## src/rtl/pwm_pkg.sv

```systemverilog
// Shared types and constants for the PWM capture block.
package pwm_pkg;

  localparam int PWM_SYNC_STAGES = 2;

  typedef enum logic [1:0] {
    IDLE,
    HIGH,
    LOW,
    STUCK
  } pwm_state_e;

endpackage

```

## src/rtl/pwm_in_conditioner.sv

```systemverilog
// Synchronizes the raw PWM line and produces one-cycle rise/fall strobes.
// PWM_CAPTURE_FILTER_EN adds a 3-sample majority filter (+1 clock latency).
module pwm_in_conditioner
  import pwm_pkg::*;
(
  input  logic clk,
  input  logic reset,
  input  logic pwm_i,
  output logic rise_o,
  output logic fall_o
);

  logic [PWM_SYNC_STAGES-1:0] sync_q;
  logic                       sync_line;
  logic                       line;
  logic                       line_q;

  always_ff @(posedge clk) begin
    if (reset) begin
      sync_q <= '0;
    end else begin
      sync_q <= {sync_q[PWM_SYNC_STAGES-2:0], pwm_i};
    end
  end

  assign sync_line = sync_q[PWM_SYNC_STAGES-1];

`ifdef PWM_CAPTURE_FILTER_EN
  logic [1:0] hist_q;

  always_ff @(posedge clk) begin
    if (reset) begin
      hist_q <= '0;
    end else begin
      hist_q <= {hist_q[0], sync_line};
    end
  end

  // A level must be seen in two of the last three samples to pass.
  assign line = (sync_line & hist_q[0]) | (sync_line & hist_q[1]) | (hist_q[0] & hist_q[1]);
`else
  assign line = sync_line;
`endif

  always_ff @(posedge clk) begin
    if (reset) begin
      line_q <= 1'b0;
    end else begin
      line_q <= line;
    end
  end

  assign rise_o = line & ~line_q;
  assign fall_o = ~line & line_q;

endmodule

```

## src/rtl/pwm_capture.sv

```systemverilog
// Measures PWM period (length-1) and high time; flags a stuck line.
// PWM_CAPTURE_FILTER_EN enables the input majority filter in the conditioner.
module pwm_capture
  import pwm_pkg::*;
#(
  parameter int COUNTER_WIDTH = 8
) (
  input  logic                     clk,
  input  logic                     reset,
  input  logic                     pwm_in,
  output logic [COUNTER_WIDTH-1:0] period_out,
  output logic [COUNTER_WIDTH-1:0] duty_out,
  output logic                     meas_valid,
  output logic                     stuck_high,
  output logic                     stuck_low
);

  localparam int W = COUNTER_WIDTH;
  localparam logic [W:0] CNT_MAX = {1'b1, {W{1'b0}}};
  localparam logic [W:0] CNT_ONE = {{W{1'b0}}, 1'b1};

  typedef logic [W-1:0] cnt_w_t;

  logic       rise;
  logic       fall;

  pwm_state_e state_q, state_d;
  logic [W:0] cnt_q, cnt_d;
  cnt_w_t     hcnt_q, hcnt_d;
  cnt_w_t     period_q, period_d;
  cnt_w_t     duty_q, duty_d;
  logic       valid_q, valid_d;
  logic       sth_q, sth_d;
  logic       stl_q, stl_d;

  pwm_in_conditioner u_cond (
    .clk    (clk),
    .reset  (reset),
    .pwm_i  (pwm_in),
    .rise_o (rise),
    .fall_o (fall)
  );

  always_ff @(posedge clk) begin
    if (reset) begin
      state_q  <= IDLE;
      cnt_q    <= '0;
      hcnt_q   <= '0;
      period_q <= '0;
      duty_q   <= '0;
      valid_q  <= 1'b0;
      sth_q    <= 1'b0;
      stl_q    <= 1'b0;
    end else begin
      state_q  <= state_d;
      cnt_q    <= cnt_d;
      hcnt_q   <= hcnt_d;
      period_q <= period_d;
      duty_q   <= duty_d;
      valid_q  <= valid_d;
      sth_q    <= sth_d;
      stl_q    <= stl_d;
    end
  end

  always_comb begin
    state_d  = state_q;
    cnt_d    = cnt_q;
    hcnt_d   = hcnt_q;
    period_d = period_q;
    duty_d   = duty_q;
    valid_d  = 1'b0;
    sth_d    = sth_q;
    stl_d    = stl_q;

    case (state_q)
      IDLE: begin
        if (rise) begin
          state_d = HIGH;
          cnt_d   = CNT_ONE;
        end
      end
      HIGH: begin
        // An edge always takes priority over the timeout.
        if (fall) begin
          hcnt_d  = cnt_q[W-1:0];
          state_d = LOW;
          cnt_d   = cnt_q + 1'b1;
        end else if (cnt_q == CNT_MAX) begin
          state_d = STUCK;
          sth_d   = 1'b1;
        end else begin
          cnt_d = cnt_q + 1'b1;
        end
      end
      LOW: begin
        if (rise) begin
          period_d = cnt_w_t'(cnt_q - 1'b1);
          duty_d   = hcnt_q;
          valid_d  = 1'b1;
          state_d  = HIGH;
          cnt_d    = CNT_ONE;
        end else if (cnt_q == CNT_MAX) begin
          state_d = STUCK;
          stl_d   = 1'b1;
        end else begin
          cnt_d = cnt_q + 1'b1;
        end
      end
      STUCK: begin
        // The cycle that ends a stuck period is partial, so it is not reported.
        if (rise) begin
          sth_d   = 1'b0;
          stl_d   = 1'b0;
          state_d = HIGH;
          cnt_d   = CNT_ONE;
        end
      end
      default: begin
        state_d = IDLE;
      end
    endcase
  end

  assign period_out = period_q;
  assign duty_out   = duty_q;
  assign meas_valid = valid_q;
  assign stuck_high = sth_q;
  assign stuck_low  = stl_q;

endmodule
```

## config.mk

```make
export PLATFORM = sky130hd
export DESIGN_NAME = pwm_capture
export DESIGN_NICKNAME = d
export VERILOG_FILES = /design/src/rtl/pwm_pkg.sv /design/src/rtl/pwm_in_conditioner.sv /design/src/rtl/pwm_capture.sv
export SDC_FILE = /design/constraint.sdc
export NUM_CORES = 1
export LEC_CHECK = 0
export ABC_AREA = 0
export BUFFER_PORTS_ARGS = -buffer_cell sky130_fd_sc_hd__buf_2
export CAP_MARGIN = 10
export CORE_ASPECT_RATIO = 0.6
export CORE_UTILIZATION = 54
export CTS_CLUSTER_SIZE = 16
export DETAILED_ROUTE_END_ITERATION = 12
export PLACE_DENSITY = 0.81
export SLEW_MARGIN = 40
export SYNTH_ARGS = -nofsm -noshare
export SYNTH_HDL_FRONTEND = slang
export SYNTH_SLANG_ARGS = --single-unit
export TNS_END_PERCENT = 5
```

## constraint.sdc

```tcl
create_clock -name clk -period 2.1 [get_ports clk]
set_input_delay 0.105 -clock clk [delete_from_list [all_inputs] [get_ports clk]]
set_output_delay 0.105 -clock clk [all_outputs]
set_load 0.005 [all_outputs]
```

; After elaboration in Yosys (flattened, before gate mapping)
; Cells that the tools add are included.
[op_classes]
add_sub_neg = 2
eq_ne = 10
n_mux = 17
n_bitwise = 5
reduce_logical = 9
[ops]
columns = op, count
row1 = 2-to-1 mux 9 bit, 4
row2 = one-hot mux 9 bit (3 select lines), 1
row3 = inequality test 2 bit (second input constant), 5
row4 = adder 9 x 1 -> 9 bit (second input constant), 1
row5 = equality test 9 bit (second input constant), 1
row6 = 2-to-1 mux 2 bit, 4
row7 = AND reduction 4 bit, 2
row8 = subtractor 8 x 1 -> 8 bit (second input constant), 1
row9 = one-hot mux 2 bit (3 select lines), 1
row10 = 2-to-1 mux 1 bit, 5
row11 = equality test 2 bit (second input constant), 2
row12 = one-hot mux 1 bit (2 select lines), 2
row13 = AND reduction 2 bit, 2
row14 = nonzero test 2 bit, 2
row15 = OR reduction 2 bit, 2
row16 = inverter 1 bit, 3
row17 = bitwise AND 1 bit, 2
row18 = equality test 2 x 1 -> 1 bit (second input constant), 1
row19 = zero test 2 bit, 1
row20 = inequality test 2 x 1 -> 1 bit (second input constant), 1
[word_totals]
regBits = 41
in_bits = 3
output_inout_bits = 19

; Longest topological paths before layout
[depth]
depth_word = 4
ltp_mapped = 8
mapped_depth_nobuf = 6

; Modules after synthesis
; A second synthesis with hierarchy kept.
[hier_totals]
hier_cells = 244
area_unflattened_um2 = 2064.5
[by_module_without_submodules]
columns = module, instances, cells_each, area_per_inst_um2, seq_area_each_um2
row1 = pwm_capture, 1, 236, 1973.1, 760.7
row2 = pwm_in_conditioner, 1, 8, 91.3, 60.1

; Worst setup path after synthesis
; No wires, ideal clock.
[synth_timing]
path_type = register -> register
start = reg state_q[0]
end = reg period_q[1], in the netlist period_out[1]
setup_ps = 86
arrival_time_ps = 1545
required_time_ps = 2014
slack_ps = 470
path_stages_with_launch = 9
n_path_buf = 3
synth_period_minus_slack_ps = 1630
cell_sequence = dfxtp_1 inv_1 ha_1 buf_2 and3b_1 clkbuf_1 clkbuf_1 nor2_1 a211oi_1
[synth_via]
elab_chain_cells = 2
[synth_lines]
columns = element, line
row1 = "start, declared", pwm_capture.sv:27  ; pwm_state_e state_q, state_d;
row2 = "start signal, assigned", pwm_capture.sv:55  ; state_q <= state_d;
row3 = equality test 2 bit, pwm_capture.sv:76  ; case (state_q)
row4 = AND reduction 2 bit (no line), n/a
row5 = "end signal, assigned", pwm_capture.sv:58  ; period_q <= period_d;
row6 = "end, declared", pwm_capture.sv:30  ; cnt_w_t period_q, period_d;
; No other way between the ends.
; A chain may end at the register's enable or synchronous reset.

; Worst setup path in the final report
[layout_timing]
start = reg cnt_q[0]
end = reg cnt_q[1]
[layout_via]
elab_chain_cells = 4
word_cells_on_any_way = 6
[layout_lines]
columns = element, line
row1 = "start, declared", pwm_capture.sv:28  ; logic [W:0] cnt_q, cnt_d;
row2 = "start signal, assigned", pwm_capture.sv:56  ; cnt_q <= cnt_d;
row3 = adder 9 x 1 -> 9 bit or equality test 9 bit (tied branches), n/a
row4 = 2-to-1 mux 9 bit, "pwm_capture.sv:89, pwm_capture.sv:103"
row5 = 2-to-1 mux 9 bit (on tied branches), "pwm_capture.sv:97, pwm_capture.sv:85"
row6 = one-hot mux 9 bit (3 select lines) (*), pwm_capture.sv:76
; Mark *: on every way between the ends. The rest lies on a longest branch, timed or not.

==> flow_metrics.tcl <==
set metrics [dict create \
    grt_pass1_wl_mm 6.38 \
    setup_violations 0 \
    tritoncts "done" \
    cp.required_ps 2320 \
    hold_depth 2 \
    cp.arrival_ps 2120 \
    worst-r2r-cell-count 6 \
    synth_ff_type "dfxtp_1" \
    fin_crit_sh_pct 90.5 \
    final_antenna_net_count 0 \
    fp.dieW_um 78.1 \
    period_minus_slack_ps 1900 \
    power.leakage_nw 0.838 \
    grt_max_degree 22 \
    h-tree-depth 2 \
    vias 1583 \
    cts-root-buf "clkbuf_8" \
    cts_resized 0 \
    outcome "complete, no violations" \
    vdd_ir_drop_max_mv 0.359 \
    clock_path_buffers 2 \
    synth_area_leader_cell "dfxtp_1" \
    synth.avg_cell_area_um2 8.50 \
    grt_overflow_total 0 \
    power.density_nw_per_um2 651 \
    setup_slack_ps 199 \
    slew_violations 0 \
    ys_types 43 \
    max_slew.worst_pin.slew_ps 589 \
    hold_viol 0 \
    start_util_pct 57.2 \
    synthTopCellsByArea "dfxtp_1, nor2_1, nand2_1" \
    die_area_um2 3730 \
    relSlewSlack_pct 60.5 \
    critical_path.max_fanout 8 \
    area_growth_pct 10.6 \
    antenna_cells 0 \
    cts.sinks 41 \
    placed_area_um2 1990 \
    nets 247 \
    design_area_um2 2080 \
    synthTopCellsByCount "dfxtp_1, nor2_1, nand2_1" \
    first_iter_violations 141 \
    yosysWarnings 0 \
    rows 16 \
    postCtsSetupBuffers 0 \
    antenna_found_initial 0 \
    port_buffers 21 \
    hold_path.class "in -> reg" \
    wl_per_cell_um 14.0 \
    io_pins 22 \
    grt_pass1_vias 1284 \
    synth_edf_count 0 \
    netlist_instances 221 \
    clkTransAtPathRegs_ps 70 \
    clk_latency_ps 290 \
    yosysMostFrequentCell "dfxtp_1" \
    gp_congestion 0.906 \
    syn-cell-area_um2 1880 \
    syn_nets 231 \
    core-area_um2 3280 \
    async_flop_share_pct 0 \
    finalSetupTns_ps 0 \
    fill_cells 292 \
    final_util_pct 63.3 \
    fmax_mhz 526 \
    grt_setup_unrepaired "no" \
    cts_inserted_buffers 5 \
    hpwl_mm 2.86 \
    drc_errors 0 \
    dp_slack_ps 264 \
    cts_hold_buf 0 \
    viasPerCell 5.61 \
    die_h_um 47.7 \
    grt_usage_pct 22.8 \
    start_kind "register" \
    maxCapViolCount 0 \
    ys_ff_latch 41 \
    dr.pass1.iters 5 \
    ys_seq_area_share_pct 43.7 \
    drive_above_1_share_pct 13.9 \
    finClkSkew_ps 4.33 \
    finalWirelength_mm 3.95 \
    endpoint_kind "register" \
    critPathKind "reg -> reg" \
    synth_top_area_share_pct 43.7 \
]
## state kept, by name (all words and copies together) (netlist names)
register	count
u_cond.line_q	1
hcnt_q	8
cnt_q	9
meas_valid	1
u_cond.sync_q	2
duty_out	8
stuck_low	1
period_out	8
state_q	2
stuck_high	1
## path summary, 6_finish.rpt
kind	startpoint	to	slack, ps
worst min register to register	u_cond.sync_q[0]	u_cond.sync_q[1]	440
worst min-delay path	pwm_in	u_cond.sync_q[0]	30
worst max-delay path	cnt_q[0]	cnt_q[1]	200
worst max register to register	cnt_q[0]	cnt_q[1]	200
## power breakdown
| part | switching, mW | leakage (nW) | internal (mW) |
|---|---|---|---|
| combinational | 0.0368 | 0.463 | 0.0174 |
| sequential | 0.00583 | 0.331 | 0.781 |
| clock | 0.249 | 0.0443 | 0.261 |
| total | 0.292 | 0.838 | 1.06 |
## kinds of logic (layout without fill, tap and decap cells)
logic type               after synthesis  in the layout  share of synthesized area [%]
buffers and inverters                 25             41                           5.80
adder cells (fa/ha/maj)                7              7                           4.66
flip-flops                            41             41                           43.7
AO/OA/AOI/OAI                         49             49                           17.5
multiplexers                           4              4                           2.13
XOR/XNOR                               9              9                           4.20
AND/OR/NAND/NOR                       86             86                           22.1
## per-layer routing
metal | vias to the layer above | routed length (um) | track usage, %
li1 | 800 | - | -
met1 | 705 | 2080 | 34.3
met2 | 78 | 1510 | 32.3
met3 | 0 | 371 | 7.05
met4 | 0 | 0 | 3.70
met5 | - | 0 | 0
## stage by stage
step                      hold WS (ps)  instances  power [mW]
after floorplan                    233        221       0.842
after global placement             320        275       0.857
after detailed placement           330        275       0.857
after CTS                         30.6        282        1.36
after global routing              46.6        282        1.41
final                             31.8        282        1.35
## area by class of cell
| type | count | area, um^2 | share of cell area [%] |
|---|---|---|---|
| multi-input cells | 155 | 948 | 45.7 |
| flip-flops and latches | 41 | 821 | 39.5 |
| inverters | 10 | 37.5 | 1.81 |
| repair buffers | 24 | 128 | 6.14 |
| well taps | 45 | 56.3 | 2.71 |
| clock buffers | 7 | 86.3 | 4.16 |
## critical path, stage by stage (launching register included)
cell and delay [ps]:
dfxtp_1 390, inv_1 190, ha_1 210, and4bb_1 360
nand3_2 140, or3_1 380, a31oi_1 160
## placed cells by master, fill, tap and decap left out, drive strengths merged, types with 2 or more instances in the layout
cell type / netlist / layout
nor2: 34 / 34
a41oi: 3 / 3
nand3b: 2 / 2
xor2: 2 / 2
mux2i: 4 / 4
nand3: 5 / 5
clkbuf: 9 / 7
nor2b: 4 / 4
a311oi: 3 / 3
buf: 6 / 24
a21oi: 15 / 15
inv: 10 / 10
nand2: 26 / 26
dfxtp: 41 / 41
nand4: 4 / 4
a31oi: 2 / 2
or3: 2 / 2
nand2b: 2 / 2
ha: 7 / 7
a211oi: 10 / 10
o21ai: 7 / 7
nor4: 2 / 2
xnor2: 7 / 7
Power figures use the tool's default switching activity.
